**config.mk**
```make
export PLATFORM = sky130hd
export DESIGN_NAME = uart_rx_buf
export DESIGN_NICKNAME = d
export VERILOG_FILES = /design/src/rtl/uart_pkg.sv /design/src/rtl/sync_fifo_fwft.sv /design/src/rtl/uart_rx_buf.sv
export SDC_FILE = /design/constraint.sdc
export NUM_CORES = 1
export LEC_CHECK = 0
export ABC_AREA = 0
export CAP_MARGIN = 40
export CORE_UTILIZATION = 31
export DETAILED_ROUTE_END_ITERATION = 10
export RECOVER_POWER = 100
export SYNTH_ARGS = -nofsm -noshare
export SYNTH_HDL_FRONTEND = slang
export SYNTH_SLANG_ARGS = --single-unit
```
**constraint.sdc**
```tcl
create_clock -name i_clk -period 3.31 [get_ports i_clk]
set_input_delay 0.331 -clock i_clk [delete_from_list [all_inputs] [get_ports i_clk]]
set_output_delay 0.331 -clock i_clk [all_outputs]
set_load 0.03 [all_outputs]
```
**src/rtl/uart_pkg.sv**
```systemverilog
// Shared UART receive types, defaults and the parity-check helper.
package uart_pkg;

  localparam int UART_WORD_WIDTH = 8;
  localparam int UART_FIFO_DEPTH = 16;
  // Widest data word the parity helper accepts; narrower words are zero-extended.
  localparam int UART_PAR_MAX_W  = 32;

  typedef struct packed {
    logic [UART_WORD_WIDTH-1:0] data;
    logic                       parity_err;
    logic                       frame_err;
  } rx_entry_t;

  // Zero-extension does not change the XOR reduction, so one helper serves every width.
  function automatic logic parity_err(input logic [UART_PAR_MAX_W-1:0] data,
                                      input logic p, input logic odd, input logic en);
    return en & ((^data ^ p) != odd);
  endfunction

endpackage

```
**src/rtl/sync_fifo_fwft.sv**
```systemverilog
// Generic first-word-fall-through FIFO; occupancy counter drives full/empty.
module sync_fifo_fwft #(
  parameter  int WIDTH = 8,
  parameter  int DEPTH = 16,
  localparam int AW    = $clog2(DEPTH),
  localparam int CW    = $clog2(DEPTH+1)
) (
  input  logic             i_clk,
  input  logic             i_rst,
  input  logic             i_push,
  input  logic [WIDTH-1:0] i_wdata,
  input  logic             i_pop,
  input  logic             i_flush,
  output logic [WIDTH-1:0] o_rdata,
  output logic [CW-1:0]    o_count,
  output logic             o_full,
  output logic             o_empty
);

  logic [WIDTH-1:0] r_mem [DEPTH];
  logic [AW-1:0]    r_wr_ptr;
  logic [AW-1:0]    r_rd_ptr;
  logic [CW-1:0]    r_count;
  logic             w_push;
  logic             w_pop;

  assign o_full  = (r_count == CW'(DEPTH));
  assign o_empty = (r_count == '0);
  assign w_pop   = i_pop & ~o_empty;
  // A pop frees the slot a full-FIFO push needs in the same cycle.
  assign w_push  = i_push & (~o_full | w_pop);

  always_ff @(posedge i_clk) begin
    if (i_rst || i_flush) begin
      r_wr_ptr <= '0;
      r_rd_ptr <= '0;
      r_count  <= '0;
    end else begin
      if (w_push) r_wr_ptr <= r_wr_ptr + AW'(1);
      if (w_pop)  r_rd_ptr <= r_rd_ptr + AW'(1);
      case ({w_push, w_pop})
        2'b10:   r_count <= r_count + CW'(1);
        2'b01:   r_count <= r_count - CW'(1);
        default: r_count <= r_count;
      endcase
    end
  end

  always_ff @(posedge i_clk) begin
    if (w_push && !i_rst && !i_flush) r_mem[r_wr_ptr] <= i_wdata;
  end

  assign o_rdata = r_mem[r_rd_ptr];
  assign o_count = r_count;

endmodule

```
**src/rtl/uart_rx_buf.sv**
```systemverilog
// UART receive buffer: word extraction, parity check and overrun tracking around a FWFT FIFO.
module uart_rx_buf
  import uart_pkg::*;
#(
  parameter  int WORD_WIDTH = UART_WORD_WIDTH,
  parameter  int DEPTH      = UART_FIFO_DEPTH,
  localparam int CW         = $clog2(DEPTH+1)
) (
  input  logic                  i_clk,
  input  logic                  i_rst,
  input  logic [WORD_WIDTH:0]   i_rx_word,
  input  logic                  i_rx_done,
  input  logic                  i_rx_frame_err,
  input  logic                  i_parity_en,
  input  logic                  i_parity_odd,
  input  logic                  i_flush,
  input  logic                  i_ready,
  output logic                  o_valid,
  output logic [WORD_WIDTH-1:0] o_data,
  output logic                  o_parity_err,
  output logic                  o_frame_err,
  output logic [CW-1:0]         o_count,
  output logic                  o_full,
  output logic                  o_overrun,
  input  logic                  i_clr_overrun
);

  // Same layout as rx_entry_t, sized by this instance's WORD_WIDTH.
  typedef struct packed {
    logic [WORD_WIDTH-1:0] data;
    logic                  parity_err;
    logic                  frame_err;
  } entry_t;

  entry_t                w_entry_in;
  entry_t                w_entry_out;
  logic [WORD_WIDTH-1:0] w_data;
  logic                  w_push_evt;
  logic                  w_pop;
  logic                  w_empty;
  logic                  w_full;
  logic                  r_overrun;

  // Without parity the stop-side bit shifts in at the top, leaving data one bit up.
  assign w_data     = i_parity_en ? i_rx_word[WORD_WIDTH-1:0] : i_rx_word[WORD_WIDTH:1];
  assign w_push_evt = i_rx_done | i_rx_frame_err;

  always_comb begin
    w_entry_in            = '0;
    w_entry_in.data       = w_data;
    w_entry_in.parity_err = parity_err(UART_PAR_MAX_W'(w_data), i_rx_word[WORD_WIDTH],
                                       i_parity_odd, i_parity_en);
    w_entry_in.frame_err  = i_rx_frame_err;
  end

  sync_fifo_fwft #(
    .WIDTH ($bits(entry_t)),
    .DEPTH (DEPTH)
  ) u_fifo (
    .i_clk   (i_clk),
    .i_rst   (i_rst),
    .i_push  (w_push_evt),
    .i_wdata (w_entry_in),
    .i_pop   (w_pop),
    .i_flush (i_flush),
    .o_rdata (w_entry_out),
    .o_count (o_count),
    .o_full  (w_full),
    .o_empty (w_empty)
  );

  assign o_valid = ~w_empty;
  assign w_pop   = o_valid & i_ready;

  // A flushed word is discarded by the flush, not dropped by overflow.
  always_ff @(posedge i_clk) begin
    if (i_rst)                                         r_overrun <= 1'b0;
    else if (w_push_evt && w_full && !w_pop && !i_flush) r_overrun <= 1'b1;
    else if (i_clr_overrun)                            r_overrun <= 1'b0;
  end

  assign o_data       = w_entry_out.data;
  assign o_parity_err = w_entry_out.parity_err;
  assign o_frame_err  = w_entry_out.frame_err;
  assign o_full       = w_full;
  assign o_overrun    = r_overrun;

endmodule

```
==> reports/qor.csv, run 1 <==
metric,value,unit
die_area,23700,µm²
stdcell_count,728,
grt_start_max_net_pins,41,
root_buffer,clkbuf_16,
path_clk_slew,70,ps
ctsResizeCount,0,
cts_made_buffers,17,
synthFlopType,edfxtp_1,
dp_hpwl,9620,µm
path_cells,buf_12 -> mux4_2 -> mux4_2 -> dlygate4sd3_1,
rows,55,
p_leak,2.68,nW
critPathMaxFanout,40,
grt_pass1_vias,3745,
cts_max_path_buffers,2,
power_density,556,nW/µm²
holdWs,483,ps
synth_area_per_cell,19.7,µm²
cp.required,2980,ps
cts_num_sinks,178,
die_h,154,µm
clock_skew,8.26,ps
critPathArrivalTime,2860,ps
drive_above_1_share,0.244,
io_pins,36,
grt_usage,0.135,
avgViaCountPerCell,4.92,
synth_top_area_frac,0.670,
outcome,"finished, final reports clean",
port_buffers,35,
tritoncts,done,
synth_area_leaders,"edfxtp_1 67%, mux4_2 16%, dfxtp_1 5.0%",
synth_cell_type_count,36,
core,22600,µm²
gr-total-overflow,0,
postCtsSetupRepairBufs,0,
rsz0062_at_grt,false,
cpMostUsedCell,mux4_2,
drv_cap,0,
wire_per_inst,20.2,µm
fmax,0.313,GHz
final_core_util,0.377,
synth.most_common_cell,edfxtp_1,
tightest_slew,1060,ps
hold_class,input pin to register,
finalNetCount,455,
synthArstFlopShare,0,
hold_buffers,0,
synth-edff-count,160,
synth_seq_area_share,0.720,
drv_slew,0,
wl,14700,µm
synthCells,364,
fin_tns_setup,0,ps
diodes,0,
fin_ws,120,ps
hold_viol,0,
min_period,3190,ps
synth_nets,389,
cp_slowest_cell,dlygate4sd3_1,
synth_common_cells,"160 x edfxtp_1, 50 x mux4_2, 32 x nor2_1",
fin_crit_sh,0.964,
place_inst,696,
ys_ff_latch,178,
firstDrtPassIters,5,
vias,3579,
max_stage_delay,700,ps
syn-cell-area,7170,µm²
ir_drop,0.335,mV
initial_core_util,0.317,
drt.antenna.violating_nets,0,
slew_headroom,0.284,
fill_cells,2049,
end_kind,output pin,
crit_path_start_kind,register,
antenna_found_initial,0,
drtIter0Drc,248,
drc_errors,0,
yosysTopAreaCell,edfxtp_1,
setup_violations,0,
r2r_slack,370,ps
place.gp.congestion,0.764,
place_ws,527,ps
yosys_warnings,0,
critical_path_class,register to output pin,
clock_latency,440,ps
die_w,154,µm
synthToLayoutAreaGrowth,18.9,%
htreeDepth,4,
grt_pass1_wl,22900,µm
-- cell families (layout without fill, tap and decap cells) --
family,count (synthesis),in the layout,share of synthesized area
buffers and inverters,23,102,0.0152
xor gates and xnor gates,18,18,0.0220
AOI/OAI and AO/OA,17,17,0.0166
adders and majority gates,7,7,0.0122
muxes,61,61,0.174
and+or+nand+nor,60,60,0.0398
DFF,178,178,0.720
-- report_power, final --
group | switching [mW] | leakage, nW | internal, mW | total [mW]
Clock | 0.892 | 0.282 | 1.06 | 1.95
Combinational | 0.169 | 0.812 | 0.120 | 0.289
Sequential | 0.00921 | 1.59 | 2.49 | 2.50
-- flip-flops by register name (all words and copies together), names as in the netlist, named ones only --
signal / count
u_fifo.r_wr_ptr: 4
u_fifo.r_mem: 160
u_fifo.r_rd_ptr: 4
o_overrun: 1
u_fifo.o_count: 5
-- layer usage --
layer,global-route usage,share of wire,vias up
met5,0,0,-
met4,0.0486,0.014,0
met2,0.215,0.50,97
met1,0.181,0.44,1868
li1,-,-,1596
met3,0.0321,0.048,18
-- cell usage in the layout, fill, tap and decap left out, drive strengths merged, types with 2 or more instances in the layout --
master,instances
a21oi,8
a32oi,2
and2,2
buf,5
clkbuf,43
clkdlybuf4s50,24
clkinv,7
dfxtp,18
dlygate4sd3,11
edfxtp,160
ha,7
inv,10
mux2,9
mux2i,2
mux4,50
nand2,8
nand2b,3
nand3,4
nand4,2
nor2,32
nor3,4
o21ai,3
or3,2
xnor2,11
xor2,7
-- layout make-up --
cell class / instances / area (µm²) / share of cell area
sequential: 178 / 5170 / 0.606
multi-input combinational: 163 / 1880 / 0.220
timing repair buffer: 65 / 526 / 0.0616
clock buffer: 18 / 429 / 0.0503
tap: 285 / 357 / 0.0418
clock inverter: 14 / 151 / 0.0178
inverter: 5 / 18.8 / 0.00220
-- critical path: cells and delay by family (launching register included) --
family	cells	cell delay, ps
buffers and inverters	2	1000
flip-flops	1	340
multiplexers	2	1060
-- through the flow --
step           power [mW]  instance area (µm²)
4_1_cts              4.80                 8630
6_report             4.74                 8530
3_3_place_gp         2.85                 8050
5_1_grt              4.90                 8530
2_1_floorplan        2.74                 7170
3_5_place_dp         2.85                 8050
-- final timing paths --
path	start	cells after the start	to
max	register	4	o_data[2]
min	i_rst	2	o_overrun
max reg2reg	u_fifo.o_count[1]	9	u_fifo.o_count[4]
min reg2reg	o_overrun	2	o_overrun
(Power assumes the default switching activity.)
==> inputs of run 2 (changes only) <==
--- a/config.mk
+++ b/config.mk
@@ -9,6 +9,7 @@
 export CAP_MARGIN = 40
 export CORE_UTILIZATION = 31
 export DETAILED_ROUTE_END_ITERATION = 10
+export MAX_ROUTING_LAYER = met4
 export RECOVER_POWER = 100
 export SYNTH_ARGS = -nofsm -noshare
 export SYNTH_HDL_FRONTEND = slang
==> reports/qor.csv, run 2 (same netlist as run 1, synthesis figures left out) <==
metric,value,unit,change
outcome,"finished, final reports clean",,
io_pins,36,,unchanged
hold_viol,0,,unchanged
root_buffer,clkbuf_16,,
setup_violations,0,,unchanged
die_area,23700,µm²,unchanged
drv_cap,0,,unchanged
place_ws,527,ps,unchanged
drv_slew,0,,unchanged
critPathArrivalTime,2860,ps,about the same
fin_crit_sh,0.964,,about the same
slew_headroom,0.283,,-0.00104
grt_pass1_vias,3760,,+0.40%
gr-total-overflow,0,,unchanged
finalNetCount,455,,unchanged
drive_above_1_share,0.244,,unchanged
power_density,555,nW/µm²,-0.21%
die_w,154,µm,unchanged
place.gp.congestion,0.774,,+1.3%
die_h,154,µm,unchanged
grt_start_max_net_pins,41,,unchanged
fmax,0.313,GHz,about the same
r2r_slack,360,ps,about the same
grt_pass1_wl,22900,µm,-0.15%
port_buffers,35,,unchanged
crit_path_start_kind,register,,
drc_errors,0,,unchanged
ir_drop,0.333,mV,-0.61%
avgViaCountPerCell,4.89,,-0.50%
core,22600,µm²,unchanged
path_clk_slew,70,ps,about the same
drtIter0Drc,280,,+13%
cts_num_sinks,178,,unchanged
antenna_found_initial,0,,unchanged
end_kind,output pin,,
clock_skew,9.58,ps,+1.33 ps
diodes,0,,unchanged
synthToLayoutAreaGrowth,18.9,%,about the same
rsz0062_at_grt,false,,
worstHoldStart,i_rst,,
postCtsSetupRepairBufs,0,,unchanged
rows,55,,unchanged
drt.antenna.violating_nets,0,,unchanged
fin_tns_setup,0,ps,unchanged
power,4.73,mW,-0.24%
p_leak,2.68,nW,about the same
layout_commonest_cell,edfxtp_1,,
clock_latency,430,ps,about the same
hold_path_end,o_overrun,,
tightest_slew,1070,ps,+1.55 ps
wl,14700,µm,-0.58%
r2r-end,u_fifo.o_count[4],,
fin_ws,118,ps,-2.53 ps
min_period,3190,ps,+2.53 ps
multi_input_comb_area,1880,µm²,unchanged
final_core_util,0.377,,about the same
cts_made_buffers,17,,unchanged
rr_worst_depth,9,,unchanged
htreeDepth,4,,unchanged
cts_max_path_buffers,2,,unchanged
largest_reg_flops,160,,unchanged
critPathMaxFanout,40,,unchanged
final-seq-area,5170,µm²,unchanged
vias,3561,,-0.50%
reg2reg_from,u_fifo.o_count[1],,
fill_cells,2048,,-0.049%
tritoncts,done,,
wire_per_inst,20.1,µm,-0.58%
cp.required,2980,ps,about the same
critical_path_class,register to output pin,,
grt_usage,0.139,,+0.00391
hold_depth,2,,unchanged
hold_class,input pin to register,,
dp_hpwl,9620,µm,unchanged
initial_core_util,0.317,,unchanged
regMostFlops,u_fifo.r_mem,,
firstDrtPassIters,4,,-1
hold_buffers,0,,unchanged
final_cell_mix,"160 x edfxtp_1, 50 x mux4_2, 32 x nor2_1",,
ctsResizeCount,0,,unchanged
## run 2: layout make-up
cell class	instances	area share
flip-flops and latches	178	0.606
multi-input cells	163	0.220
repair buffers	65	0.0614
clock buffers	18	0.0503
well taps	285	0.0418
clock inverters	14	0.0178
inverters	5	0.00220
## run 2: metal layers
metal,routed length [µm],up-vias,track usage,share of wire
met5,0,-,-,0
met4,187,0,0.0500,0.013
met3,731,18,0.0290,0.050
met2,7290,88,0.213,0.50
met1,6450,1860,0.183,0.44
li1,-,1595,-,-
## run 2: worst max path at each step
stage	from	cells past startpoint	slack, ps	end
after global routing	register	4	30	o_data[2]
after global placement	i_rx_frame_err	10	540	u_fifo.o_count[4]
after CTS	register	4	90	o_data[7]
after detailed placement	i_rx_frame_err	10	530	u_fifo.o_count[4]
final	register	4	120	o_data[2]
after floorplan	u_fifo.o_count[1]	6	810	u_fifo.r_mem[0][0]
## run 2: critical path: stages (launching register included)
cell	delay (ps)
dfxtp_2	340
buf_12	290
mux4_2	590
mux4_2	470
dlygate4sd3_1	700
## run 2: stage by stage
stage          cells  hold WS [ps]  instance area [µm²]
2_1_floorplan    364           403                 7170
3_3_place_gp     696           482                 8050
3_5_place_dp     696           500                 8050
4_1_cts          728           465                 8630
5_1_grt          728           482                 8520
6_report         728           489                 8520
## run 2: power by group
part           internal (mW)  leakage (nW)  switching, mW  total [mW]
logic                  0.120         0.812          0.168       0.288
clock network           1.06         0.282          0.881        1.94
registers               2.49          1.59        0.00922        2.50
total                   3.67          2.68           1.06        4.73
==> inputs of run 3 (changes only) <==
==> constraint.sdc (replaced) <==
create_clock -name i_clk -period 3.81 [get_ports i_clk]
set_input_delay 0.381 -clock i_clk [delete_from_list [all_inputs] [get_ports i_clk]]
set_output_delay 0.381 -clock i_clk [all_outputs]
set_load 0.03 [all_outputs]
==> reports/qor.csv, run 3 (same netlist as run 1, synthesis figures left out) <==
metric,value,unit,change
grt_pass1_wl,21900,µm,-4.5%
critPathMaxFanout,31,,-23%
htreeDepth,4,,unchanged
critPathArrivalTime,3130,ps,+270 ps
port_buffers,35,,unchanged
end_kind,output pin,,
vias,3544,,-0.48%
path_cells,buf_12 -> mux4_2 -> mux4_2 -> dlygate4sd3_1,,
drc_errors,0,,unchanged
ir_drop,0.245,mV,-26%
cp.required,3430,ps,+450 ps
firstDrtPassIters,4,,unchanged
rows,55,,unchanged
r2r_slack,690,ps,+330 ps
finalNetCount,444,,-2.4%
die_area,23700,µm²,unchanged
avgViaCountPerCell,4.94,,+1.0%
max_stage_delay,720,ps,+20 ps
r2r-end,u_fifo.o_count[4],,
wire_per_inst,19.9,µm,-1.0%
ctsResizeCount,0,,unchanged
crit_path_start_kind,register,,
hold_depth,2,,unchanged
tightest_slew,977,ps,-89.6 ps
path_clk_slew,60,ps,about the same
min_period,3510,ps,
final_cell_mix,"160 x edfxtp_1, 50 x mux4_2, 32 x nor2_1",,
synthToLayoutAreaGrowth,17.6,%,
core,22600,µm²,unchanged
hold_buffers,0,,unchanged
dp_hpwl,9350,µm,-2.8%
largest_reg_flops,160,,unchanged
power,4.07,mW,-14%
cp_slowest_cell,dlygate4sd3_1,,
fin_tns_setup,0,ps,unchanged
io_pins,36,,unchanged
clock_skew,6.37,ps,-3.21 ps
drive_above_1_share,0.234,,-0.0100
rr_worst_depth,9,,unchanged
cpMostUsedCell,mux4_2,,
critical_path_class,register to output pin,,
initial_core_util,0.317,,unchanged
hold_path_end,o_overrun,,
setup_violations,0,,unchanged
gr-total-overflow,0,,unchanged
die_w,154,µm,unchanged
postCtsSetupRepairBufs,0,,unchanged
reg2reg_from,u_fifo.o_count[1],,
rsz0062_at_grt,false,,
worstHoldStart,o_overrun,,
fin_crit_sh,0.921,,
drv_cap,0,,unchanged
power_density,482,nW/µm²,-13%
grt_start_max_net_pins,41,,unchanged
cts_max_path_buffers,2,,unchanged
cts_num_sinks,178,,unchanged
p_leak,2.65,nW,-1.4%
diodes,0,,unchanged
antenna_found_initial,1,,+1
hold_viol,0,,unchanged
grt_usage,0.132,,-0.00746
slew_headroom,0.346,,+0.0632
regMostFlops,u_fifo.r_mem,,
grt_pass1_vias,3703,,-1.5%
cts_made_buffers,17,,unchanged
clock_latency,420,ps,about the same
drtIter0Drc,257,,-8.2%
drt.antenna.violating_nets,0,,unchanged
wl,14300,µm,-2.5%
layout_commonest_cell,edfxtp_1,,
place.gp.congestion,0.761,,-1.7%
fmax,0.285,GHz,
root_buffer,clkbuf_16,,
hold_class,register to register,,
outcome,"finished, final reports clean",,
tritoncts,done,,
drv_slew,0,,unchanged
die_h,154,µm,unchanged
==> run 3: changes by cell type in the layout (fill, tap and decap cells not counted), moves of 2 or more <==
cell,change
clkdlybuf4s50_1,-9
dlygate4sd3_1,+9
clkbuf_1,-8
clkinv_4,-3
clkinv_1,+2
clkinvlp_4,+2
==> run 3: layer usage <==
layer,wire (µm),global-route usage
met4,140,0.0357
met2,7270,0.218
met3,601,0.0347
met5,0,-
met1,6270,0.159
==> run 3: area by class of cell <==
class / instances / area, µm²
clock inverter: 13 / 126
inverter: 5 / 18.8
timing repair buffer: 54 / 464
clock buffer: 19 / 433
fill: 2024 / 14200
tap: 285 / 357
sequential: 178 / 5170
multi-input combinational: 163 / 1870
==> run 3: how the worst max path moves through the flow <==
stage / start / to / slack (ps) / cells after the start
final: register / o_frame_err / 300 / 4
after global routing: register / o_data[7] / 140 / 4
after CTS: register / o_data[6] / 310 / 4
after detailed placement: i_rx_frame_err / u_fifo.o_count[4] / 770 / 10
after global placement: i_rx_frame_err / u_fifo.o_count[4] / 780 / 10
after floorplan: u_fifo.o_count[1] / u_fifo.r_mem[0][0] / 1310 / 6
==> run 3: per-stage QoR <==
stage	cell area (µm²)	instances	worst slack, ps	hold slack, ps	util
4_1_cts	8510	717	314	509	0.376
3_5_place_dp	7950	685	765	486	0.351
3_3_place_gp	7950	685	778	480	0.351
5_1_grt	8430	717	141	531	0.373
2_1_floorplan	7170	364	1310	453	-
6_report	8430	717	301	502	0.373
==> run 3: worst max-delay path, delay by kind of cell (launching register included) <==
family,cells,cell delay (ps)
multiplexers,2,1070
flip-flops,1,570
buffers and inverters,2,1040
==> run 3: where the power goes <==
group / switching [mW] / total (mW) / internal, mW
Combinational: 0.145 / 0.244 / 0.100
Clock: 0.736 / 1.65 / 0.911
Sequential: 0.0106 / 2.17 / 2.16
Total: 0.891 / 4.07 / 3.17
